===== config.mk =====
export PLATFORM = sky130hd
export DESIGN_NAME = regfile_write_arbiter
export DESIGN_NICKNAME = d
export VERILOG_FILES = /design/src/rtl/regfile_write_arbiter_pkg.sv /design/src/rtl/regfile_write_arbiter.sv
export SDC_FILE = /design/constraint.sdc
export NUM_CORES = 1
export LEC_CHECK = 0
export ABC_CLOCK_PERIOD_IN_PS = 3200
export CELL_PAD_IN_SITES_DETAIL_PLACEMENT = 1
export CELL_PAD_IN_SITES_GLOBAL_PLACEMENT = 2
export CORE_MARGIN = 2
export CORE_UTILIZATION = 24
export CTS_BUF_LIST = sky130_fd_sc_hd__clkbuf_4 sky130_fd_sc_hd__clkbuf_8 sky130_fd_sc_hd__clkbuf_16
export CTS_CLUSTER_DIAMETER = 50
export DETAILED_ROUTE_END_ITERATION = 7
export GPL_ROUTABILITY_DRIVEN = 0
export PLACE_DENSITY_LB_ADDON = 0.1
export SLEW_MARGIN = 20
export SYNTH_ARGS = -nofsm -noshare
export SYNTH_HDL_FRONTEND = slang
export SYNTH_SLANG_ARGS = --single-unit
export TNS_END_PERCENT = 100

===== constraint.sdc =====
create_clock -name CLK -period 3.2 [get_ports CLK]
set_clock_uncertainty 0.15 [all_clocks]
set_input_delay 0.48 -clock CLK [delete_from_list [all_inputs] [get_ports CLK]]
set_output_delay 0.48 -clock CLK [all_outputs]
set_load 0.05 [all_outputs]

===== src/rtl/regfile_write_arbiter_pkg.sv =====
// rtl/regfile_write_arbiter_pkg.sv - shared MIPS writeback control definitions
package regfile_write_arbiter_pkg;

    typedef enum logic {
        ST_INIT = 1'b0,
        ST_RUN  = 1'b1
    } wb_state_t;

    // Requester indices, also the encoding of the round-robin pointer
    localparam logic REQ_ALU  = 1'b0;
    localparam logic REQ_LOAD = 1'b1;

    function automatic logic [15:0] sat_inc16(input logic [15:0] value);
        return (value == 16'hFFFF) ? value : value + 16'd1;
    endfunction

endpackage


===== src/rtl/regfile_write_arbiter.sv =====
// rtl/regfile_write_arbiter.sv - two-port register-file write arbiter with power-up clear sweep
module regfile_write_arbiter
    import regfile_write_arbiter_pkg::*;
#(
    parameter int DATA_WIDTH = 32,
    parameter int ADDR_WIDTH = 5
) (
    input  logic                  CLK,
    input  logic                  RST,
    input  logic                  req0_valid,
    input  logic [ADDR_WIDTH-1:0] req0_addr,
    input  logic [DATA_WIDTH-1:0] req0_data,
    output logic                  req0_ready,
    input  logic                  req1_valid,
    input  logic [ADDR_WIDTH-1:0] req1_addr,
    input  logic [DATA_WIDTH-1:0] req1_data,
    output logic                  req1_ready,
    output logic                  rf_we,
    output logic [ADDR_WIDTH-1:0] rf_waddr,
    output logic [DATA_WIDTH-1:0] rf_wdata,
    output logic                  init_done,
    output logic [15:0]           conflict_cnt
);

    localparam logic [ADDR_WIDTH-1:0] LAST_ADDR = '1;

    wb_state_t             state;
    logic [ADDR_WIDTH-1:0] sweep_cnt;
    logic                  rr_ptr;
    logic                  run_active;
    logic                  both_valid;

    assign run_active = (state == ST_RUN) && !RST;
    assign both_valid = req0_valid && req1_valid;

    // The pointer only matters when both ask; a lone requester always wins
    assign req0_ready = run_active && req0_valid && (!req1_valid || rr_ptr == REQ_ALU);
    assign req1_ready = run_active && req1_valid && (!req0_valid || rr_ptr == REQ_LOAD);

    always_ff @(posedge CLK) begin
        if (RST) begin
            state        <= ST_INIT;
            sweep_cnt    <= '0;
            rr_ptr       <= REQ_LOAD;
            conflict_cnt <= '0;
            init_done    <= 1'b0;
            rf_we        <= 1'b0;
            rf_waddr     <= '0;
            rf_wdata     <= '0;
        end else begin
            unique case (state)
                ST_INIT: begin
                    rf_we     <= 1'b1;
                    rf_waddr  <= sweep_cnt;
                    rf_wdata  <= '0;
                    sweep_cnt <= sweep_cnt + 1'b1;
                    if (sweep_cnt == LAST_ADDR) begin
                        state     <= ST_RUN;
                        init_done <= 1'b1;
                    end
                end
                ST_RUN: begin
                    // Writes to register 0 are accepted but never reach the file
                    if (req0_ready) begin
                        rf_we    <= (req0_addr != '0);
                        rf_waddr <= req0_addr;
                        rf_wdata <= req0_data;
                    end else if (req1_ready) begin
                        rf_we    <= (req1_addr != '0);
                        rf_waddr <= req1_addr;
                        rf_wdata <= req1_data;
                    end else begin
                        rf_we <= 1'b0;
                    end
                    if (both_valid) begin
                        rr_ptr       <= ~rr_ptr;
                        conflict_cnt <= sat_inc16(conflict_cnt);
                    end
                end
                default: state <= ST_INIT;
            endcase
        end
    end

endmodule


==> flow_summary.toml <==
[finish]
nFillCells = 1331
drive_gt1_frac = 0.0842
nNetsFinal = 539
post-route-cell-area_um2 = 4680
multi_input_comb_area_um2 = 1460
synthToLayoutAreaGrowth_pct = 67.6
seq_area_um2 = 1240
antenna_cells = 0

[sta]
setup-violations-final = 0
fin_crit_sh = 0.798
finalSetupTns_ns = 0
max_slew_margin = 0.544
max_freq_mhz = 392
setup_slack_ns = 0.648
period_minus_slack_ns = 2.55
slew_viol_final = 0
final_hold_viol_count = 0
rsz0062_at_grt = "false"
worstMarginPinSlew_ns = 0.679

[die]
dieArea_um2 = 12500
io_pins = 135
core.rowCount = 39
core_area_um2 = 11400
die_h_um = 112
initial_core_util = 0.246
die_w_um = 112

[clocking]
worstSkewPairLatency_ns = 0.32
hold_buffers = 0
h-tree-depth = 3
clk_pin_slew_ns = 0.05
cts_buffer_depth = 2
numCtsBuffers = 9
cts_tree = "built"
post-cts-setup-buffers = 0
root_buffer = "clkbuf_16"
numClockSinks = 62
cts-resized-gates = 0

[route]
dr_total_vias = 2892
wire_per_inst_um = 15.9
routed_wl_um = 9640
post_drt_via_cell_ratio = 4.77
drt_iter0_drc = 117
drtPass1Iterations = 4
ant_nets = 0
drc = 0

[global_route]
grtUsageTotal = 0.155
grt_max_degree = 38
grt_pass1_wl_um = 15500
antenna_found_initial = 0
grt_overflow = 0
grt_pass1_vias = 2965

[synthesis]
synth-edff-count = 0
yosysWarnings = 0
synth_top_cell_area_share = 0.445
syn_area_um2 = 2790
ys_top_cells_by_area = "dfxtp_1 (44%), mux2i_1 (12%), o21ai_0 (8.1%)"
syn_inst = 320
yosysSeqAreaShare = 0.445
ys_async_sr_fraction = 0
ys_ff_latch = 62
syn_avg_cell_area_um2 = 8.72
synthTopCellsByCount = "dfxtp_1 (62), o21ai_0 (45), nand2_1 (42)"
synth.largest_area_cell = "dfxtp_1"
ys.flop_type = "dfxtp_1"
synth.distinct_cells = 39
synth.net_count = 401
synth.most_common_cell = "dfxtp_1"

[setup_path]
cp.arrival_ns = 1.92
reg2reg_from = "conflict_cnt[2]$_SDFFE_PP0P_"
end_kind = "primary output"
worstSetupStartpointType = "input port"
r2r_slack_ns = 0.88
crit_path_start = "RST"
crit_fanout = 10
crit_type = "input port to primary output"
rr_endpoint = "conflict_cnt[15]$_SDFFE_PP0P_"
cp.required_ns = 2.57
rr_worst_depth = 4

[place]
io_buffer_count = 134
post-dp-hpwl_um = 7120
placed_area_um2 = 4350
place_ws_ns = 0.370

[flow_run]
drv_cap = 0

[pwr]
fin_total_pwr_uw = 2010
ir_drop_v = 0.000218
p_leak_uw = 0.00186
power_density_nw_per_um2 = 430

[hold_path]
hold_start = "rf_wdata[28]$_SDFFE_PP0P_"
hold_end = "rf_wdata[28]$_SDFFE_PP0P_"
hold_class = "register to register"
min_path_cells = 2

[run_status]
status = "finished, final reports clean"
layout make-up:
class / instances / share of cell area
inverters: 7 / 0.00562
flip-flops and latches: 62 / 0.265
clock buffers: 12 / 0.0543
multi-input cells: 233 / 0.313
well taps: 143 / 0.0382
clock inverters: 4 / 0.0150
repair buffers: 145 / 0.309
stage by stage:
| stage | hold WS [ns] | std cells | utilization |
|---|---|---|---|
| 4_1_cts | 0.305 | 606 | 0.411 |
| 6_report | 0.299 | 606 | 0.411 |
| 5_1_grt | 0.325 | 606 | 0.411 |
| 3_3_place_gp | 0.284 | 590 | 0.383 |
| 3_5_place_dp | 0.293 | 590 | 0.383 |
| 2_1_floorplan | 0.321 | 320 | - |
metal layers:
metal  global-route usage  vias to the layer above  share of wire
li1                     -                     1439              -
met1                0.207                     1370           0.48
met2                0.245                       75           0.46
met3               0.0425                        8          0.052
met4               0.0444                        0          0.010
met5                    0                        -              0
state kept, by name (all words and copies together) (netlist names):
signal and cells:
rf_wdata 32, state 1, sweep_cnt 5, conflict_cnt 16
init_done 1, rf_we 1, rf_waddr 5, rr_ptr 1
placed cells by master, fill, tap and decap left out, types with 2 or more instances in the layout:
cell	count
clkdlybuf4s50_1	132
dfxtp_1	62
o21ai_0	45
nand2_1	42
mux2i_1	34
nor2_1	16
nand3_1	13
a21oi_1	11
buf_4	11
clkbuf_16	9
or4_1	8
inv_1	6
a31oi_1	6
nand4_1	5
nor4_1	5
o31ai_1	5
nor2b_1	4
nor3_1	4
and3_1	3
or3_1	3
a22o_1	3
mux2_2	3
a211oi_1	3
ha_1	3
xor2_1	2
or2_2	2
clkbuf_4	2
bufinv_16	2
clkinv_2	2
buf_12	2
critical path: stages:
cell,delay (ns)
clkdlybuf4s50_1,0.61
clkinv_1,0.35
nand3_2,0.20
inv_1,0.08
buf_4,0.19
power by group:
part           internal, uW  switching, uW  leakage [uW]  total [uW]
Clock                   718            343      0.000163        1060
Sequential              779           5.21      0.000501         784
Combinational           108           57.3       0.00119         165
Total                  1600            406       0.00186        2010
worst max-delay path by stage:
stage | slack [ns] | end | cells after the start
after floorplan | 0.59 | rf_we$_SDFF_PP0_ | 5
after global placement | 0.42 | rf_wdata[4]$_SDFFE_PP0P_ | 7
after detailed placement | 0.37 | rf_wdata[5]$_SDFFE_PP0P_ | 7
after CTS | 0.62 | req0_ready | 5
after global routing | 0.49 | conflict_cnt[15]$_SDFFE_PP0P_ | 5
final | 0.65 | req0_ready | 5
kinds of logic after synthesis:
family                   count (synthesis)  share of synthesized area
adder cells (fa/ha/maj)                  3                     0.0134
XOR/XNOR                                 3                    0.00941
AND/OR/NAND/NOR                        110                      0.195
multiplexers                            37                      0.134
AO/OA/AOI/OAI                           80                      0.167
buffers and inverters                   25                     0.0359
flip-flops                              62                      0.445
No activity file was read; power rests on OpenSTA's default activity.
